===== config.mk =====
export PLATFORM = sky130hd
export DESIGN_NAME = muldiv_ctrl
export DESIGN_NICKNAME = d
export VERILOG_FILES = /design/src/rtl/muldiv_pkg.sv /design/src/rtl/muldiv_div_core.sv /design/src/rtl/muldiv_ctrl.sv
export SDC_FILE = /design/constraint.sdc
export NUM_CORES = 2
export LEC_CHECK = 0
export BUFFER_PORTS_ARGS = -buffer_cell sky130_fd_sc_hd__buf_4
export CORE_MARGIN = 1.5
export CORE_UTILIZATION = 66
export DETAILED_ROUTE_END_ITERATION = 16
export GPL_ROUTABILITY_DRIVEN = 0
export PLACE_DENSITY = 0.84
export RECOVER_POWER = 50
export SETUP_SLACK_MARGIN = 0.05
export SLEW_MARGIN = 25
export SYNTH_ARGS = -nofsm -noshare
export SYNTH_HDL_FRONTEND = slang
export SYNTH_HIERARCHICAL = 1
export SYNTH_SLANG_ARGS = --single-unit

===== constraint.sdc =====
create_clock -name clk -period 12.13 [get_ports clk]
set_input_delay 0.6065 -clock clk [delete_from_list [all_inputs] [get_ports clk]]
set_output_delay 0.6065 -clock clk [all_outputs]
set_load 0.005 [all_outputs]

===== src/rtl/muldiv_pkg.sv =====
// Shared types and constants for the HI/LO multiply/divide unit.
// Optional fast divide-by-zero path: MULDIV_DIV0_FAST_EN.
package muldiv_pkg;

  typedef enum logic [1:0] {
    OP_MULT  = 2'b00,
    OP_MULTU = 2'b01,
    OP_DIV   = 2'b10,
    OP_DIVU  = 2'b11
  } op_e;

  typedef enum logic [1:0] {
    IDLE,
    MUL,
    DIV,
    DONE
  } state_e;

  localparam int DIV_CYCLES = 32;
  localparam int CNT_W      = $clog2(DIV_CYCLES);

  function automatic logic [31:0] absVal(
    input logic [31:0] v,
    input logic        sgn
  );
    return (sgn && v[31]) ? -v : v;
  endfunction

endpackage


===== src/rtl/muldiv_div_core.sv =====
// Restoring divider datapath on unsigned magnitudes.
// One quotient bit per step; next-step values exposed for the final write.
module div_core
  import muldiv_pkg::*;
(
  input  logic        clk,
  input  logic        rst,
  input  logic        load,
  input  logic        step,
  input  logic [31:0] dividend,
  input  logic [31:0] divisor,
  output logic [31:0] quoNext,
  output logic [31:0] remNext
);

  logic [31:0] quoReg;
  logic [31:0] remReg;
  logic [31:0] dvsReg;
  logic [32:0] shifted;
  logic        ge;

  assign shifted = {remReg, quoReg[31]};
  assign ge      = shifted >= {1'b0, dvsReg};
  assign quoNext = {quoReg[30:0], ge};
  // Difference is below the divisor, so 32-bit wrap is exact
  assign remNext = ge ? (shifted[31:0] - dvsReg)
                      : shifted[31:0];

  always_ff @(posedge clk or posedge rst) begin
    if (rst) begin
      quoReg <= '0;
      remReg <= '0;
      dvsReg <= '0;
    end else if (load) begin
      quoReg <= dividend;
      remReg <= '0;
      dvsReg <= divisor;
    end else if (step) begin
      quoReg <= quoNext;
      remReg <= remNext;
    end
  end

endmodule


===== src/rtl/muldiv_ctrl.sv =====
// HI/LO multiply/divide controller with pipeline stall handshake.
// Define MULDIV_DIV0_FAST_EN to finish divide-by-zero in one cycle.
module muldiv_ctrl
  import muldiv_pkg::*;
(
  input  logic        clk,
  input  logic        rst,
  input  logic        start_i,
  input  logic [1:0]  op_i,
  input  logic [31:0] src_a_i,
  input  logic [31:0] src_b_i,
  input  logic        flush_i,
  input  logic        stall_ext_i,
  output logic        stall_o,
  output logic [31:0] hi_o,
  output logic [31:0] lo_o,
  output logic        hilo_wen_o
);

  state_e state;
  state_e stateN;

  logic [CNT_W-1:0] cnt;
  logic [1:0]  opReg;
  logic [31:0] aReg;
  logic [31:0] bReg;
  logic [31:0] hiReg;
  logic [31:0] loReg;

  logic        accept;
  logic        resWen;
  logic        hiloWen;
  logic [31:0] resHi;
  logic [31:0] resLo;

  logic        isSigned;
  logic        divZero;
  logic        lastStep;
  logic [63:0] extA;
  logic [63:0] extB;
  logic [63:0] prod;
  logic [31:0] quo;
  logic [31:0] rem;
  logic [31:0] qFin;
  logic [31:0] rFin;
  logic        divLoad;
  logic        divStep;

  assign isSigned = ~opReg[0];
  assign divZero  = (bReg == '0);
  assign lastStep = (cnt == CNT_W'(DIV_CYCLES - 1));

  // Sign-extend then truncate: one 64-bit multiply serves both signednesses
  assign extA = {{32{isSigned & aReg[31]}}, aReg};
  assign extB = {{32{isSigned & bReg[31]}}, bReg};
  assign prod = extA * extB;

  assign qFin = divZero ? '1
              : (isSigned & (aReg[31] ^ bReg[31])) ? -quo : quo;
  assign rFin = divZero ? aReg
              : (isSigned & aReg[31]) ? -rem : rem;

  assign divLoad = accept & op_i[1];
  assign divStep = (state == DIV) & ~flush_i;

  div_core uDiv (
    .clk      (clk),
    .rst      (rst),
    .load     (divLoad),
    .step     (divStep),
    .dividend (absVal(src_a_i, ~op_i[0])),
    .divisor  (absVal(src_b_i, ~op_i[0])),
    .quoNext  (quo),
    .remNext  (rem)
  );

  always_ff @(posedge clk or posedge rst) begin
    if (rst) begin
      state <= IDLE;
    end else begin
      state <= stateN;
    end
  end

  always_comb begin
    stateN  = state;
    accept  = 1'b0;
    resWen  = 1'b0;
    resHi   = hiReg;
    resLo   = loReg;
    hiloWen = 1'b0;
    unique case (state)
      IDLE: begin
        if (start_i) begin
          accept = 1'b1;
          stateN = op_i[1] ? DIV : MUL;
`ifdef MULDIV_DIV0_FAST_EN
          if (op_i[1] && (src_b_i == '0)) begin
            stateN = DONE;
            resWen = 1'b1;
            resHi  = src_a_i;
            resLo  = '1;
          end
`endif
        end
      end
      MUL: begin
        stateN         = DONE;
        resWen         = 1'b1;
        {resHi, resLo} = prod;
      end
      DIV: begin
        if (lastStep) begin
          stateN = DONE;
          resWen = 1'b1;
          resHi  = rFin;
          resLo  = qFin;
        end
      end
      DONE: begin
        if (!stall_ext_i) begin
          hiloWen = 1'b1;
          stateN  = IDLE;
        end
      end
      default: stateN = IDLE;
    endcase
    // Flush cancels everything, including a pending result write
    if (flush_i) begin
      stateN  = IDLE;
      accept  = 1'b0;
      resWen  = 1'b0;
      hiloWen = 1'b0;
    end
  end

  always_ff @(posedge clk or posedge rst) begin
    if (rst) begin
      cnt   <= '0;
      opReg <= '0;
      aReg  <= '0;
      bReg  <= '0;
      hiReg <= '0;
      loReg <= '0;
    end else begin
      if (accept) begin
        opReg <= op_i;
        aReg  <= src_a_i;
        bReg  <= src_b_i;
        cnt   <= '0;
      end else if (divStep) begin
        cnt <= cnt + CNT_W'(1);
      end
      if (resWen) begin
        hiReg <= resHi;
        loReg <= resLo;
      end
    end
  end

  assign stall_o = (start_i & (state != DONE))
                 | (state == MUL)
                 | (state == DIV);
  assign hi_o       = hiReg;
  assign lo_o       = loReg;
  assign hilo_wen_o = hiloWen;

endmodule


==> key figures <==
Run status
  • Status: finished with violations
  • Failing checks: capacitance limit, slew limit

Timing
  • Min Hold Slack: approximately 0.29 ns
  • Setup TNS Final: 0 ns
  • Final min period: 9.05 ns
  • Final Cycle Share: 74.6%
  • Clk_skew: 0.0229 ns
  • Hold Vio Cnt, Final: 0
  • Max Freq: 110 MHz
  • Final slew viol count: roughly 240
  • Setup-failing EPs final: 0
  • RSZ-0062 raised after global routing: false
  • Worst slew pin tran: 3.71 ns
  • Slew margin rel.: -149%

Synthesis
  • Area of the mapped netlist: roughly 0.053 mm²
  • Flops & latches, synth: 232
  • Area leader, netlist: fa_1
  • Syn nets: around 7.6k
  • Synth Instances: 6112
  • Ys Warns: 6
  • Synth Flop Type: dfrtp_1
  • EDFF count, synth: 0
  • Synth area leaders: fa_1, dfrtp_1, inv_1
  • Sequential area share after synthesis: 10.9%
  • Mean Syn Cell Area: 8.73 µm²
  • Asr flop ratio synth: 100%
  • Synth cell types: 85
  • Top-area cell type share of the netlist area: 42.2%

CTS
  • Worst-Skew Late Latency: 0.55 ns
  • Clock Tree Root: clkbuf_16
  • Hold bufs inserted after CTS: 0
  • Clk slew on worst S/H paths: 0.07 ns
  • CTS buffer count: 23
  • CTS H-tree lvls: 1
  • Max clock buf depth: 3
  • Post-CTS Resized: 0
  • Clock Sinks: 232
  • Post-CTS Setup Bufs: 0
  • CTS tree: built

GRT
  • Grt ovf: 0
  • Pin count of the biggest net entering global routing: 105
  • First-pass GRT wire length: 241000 µm
  • Initial antenna violation count: 5
  • Gr usage total: 37.6%
  • Vias in the first global route: 45.6k

Floorplan
  • Initial Util: between 60 and 70%
  • Core area: 0.0803 mm²
  • DIE AREA: about 0.083 mm²
  • Io pins: around 140
  • Die outline width: 287 µm
  • Die H: approximately 290 µm
  • Site Rows: between 100 and 150

Critical path
  • CP Capture Type: flip-flop
  • Max stage delay cell, worst path: fa_1
  • Critical path required time: 12.50 ns
  • CP arrival: 9.42 ns
  • Worst path bufs/invs: 8
  • Setup CP Type: reg -> reg
  • CP max stage delay: 0.85 ns
  • CP Launch Type: flip-flop
  • CP max FO: 33
  • Delay-heaviest family, CP: adder cells
  • Cell mode on critical path: fa_1

Final layout
  • Most common cell after layout, fill and taps aside: inv_1
  • Most frequent cells in the layout: inv_1, fa_1, nand2_1, and2_1, ha_1
  • Nets: 7392
  • Sequential cell area: 0.00581 mm²
  • Finished Cell Area: 0.0554 mm²
  • Multi-input gate area: 0.0414 mm²
  • Filler Cell Count: 5956
  • P&R area growth vs syn: 3.74%
  • Finished Layout Cells: between 7k and 8k
  • Layout cells sized above 1: under 10%

Routing
  • Via count: 42.6k
  • TritonRoute pass-1 iters: 8
  • Vias per inst: roughly 6.1
  • Routed WL: between 100000 and 150000 µm
  • Final ANT Viol Nets: 0
  • Post-detailed-route wirelength per cell: 21.2 µm
  • DRC: 0
  • Initial DRC count: 4044

Placed design
  • Dpl cells: roughly 7k
  • Hpwl dp: 115000 µm
  • Area after DPL: 0.0547 mm²
  • Port Buffers: 136

Flow run
  • Max-cap violations: 4

Min path
  • Hold Path Class: in -> reg
==> worst paths after layout <==
kind	slack [ns]	depth (start not counted)	from	to
max in group asynchronous	6.21	3	rst	aReg[10]
min in group asynchronous	0.51	2	rst	uDiv/dvsReg[3]
setup / recovery	3.08	30	opReg[0]	hi_o[28]
hold / removal	0.29	3	src_a_i[3]	aReg[3]
hold reg to reg	0.48	2	aReg[4]	aReg[4]
setup reg to reg	3.08	30	opReg[0]	hi_o[28]
==> logic make-up (layout without fill, tap and decap cells) <==
family	after synthesis	count (layout)	synth area share [%]
simple gates	1889	1889	16.1
other cells	0	4	0
fa+ha+maj	1381	1381	48.2
xor+xnor	214	214	3.51
flops	232	232	10.9
buf+inv	1615	1459	11.7
mux	60	60	1.18
compound gates	721	721	8.44
==> through the flow <==
stage	setup slack (ns)	util (%)
3_3_place_gp	3.08	68.1
2_1_floorplan	3.61	-
3_5_place_dp	2.87	68.1
4_1_cts	2.83	69.0
5_1_grt	2.61	69.0
6_report	3.08	69.0
==> worst register-to-register path: cells and delay by family (launching register included) <==
kind	cells	cell delay, ns
DFF	1	0.50
and+or+nand+nor	5	1.19
buffers and inverters	8	1.34
AOI/OAI and AO/OA	8	1.20
adders and majority gates	9	4.64
==> layer usage <==
layer	track usage, %	part of all wire (%)	vias up
li1	-	-	18000
met1	45.4	34	21600
met2	61.6	48	2358
met3	7.74	10	655
met4	24.3	8.1	2
met5	0	0.0074	-
==> state kept, by name, indices dropped and copies added, names as in the netlist <==
register     flops
aReg            32
uDiv/dvsReg     32
uDiv/quoReg     32
bReg            32
opReg            1
cnt              5
state            2
lo_o            32
hi_o            32
uDiv/remReg     32
==> layout make-up <==
class	instances	area share, %
Multi-Input combinational cell	4265	74.8
Sequential cell	232	10.5
Inverter	1202	8.16
Timing Repair Buffer	216	2.84
Tap cell	1060	2.39
Clock buffer	32	1.19
Clock inverter	9	0.149
Antenna cell	4	0.0181
==> synth_stat cells, types with 10 or more instances <==
master,n
nor4_1,24
o21ai_1,11
nand2b_1,17
or2_2,25
buf_1,10
and3_1,21
a21o_1,35
ha_1,255
and2_1,367
o211ai_1,32
xor2_1,100
o21bai_1,21
o211a_1,18
o21ai_0,227
a211oi_1,21
mux2i_1,37
nand2_1,1109
a31oi_1,22
mux2_2,13
o22ai_1,21
dfrtp_1,232
a21oi_1,191
o41ai_1,10
nor2b_1,14
buf_4,33
o21a_1,31
nor2_1,178
clkbuf_1,358
fa_1,1126
xnor2_1,114
o31ai_1,18
nor3_1,35
nand3_1,35
inv_1,1200
nand4_1,19
mux2_1,10
Power is left out: the tool's default activity adds up to more than one toggle a clock period on the data nets, which glitch-free logic cannot reach.
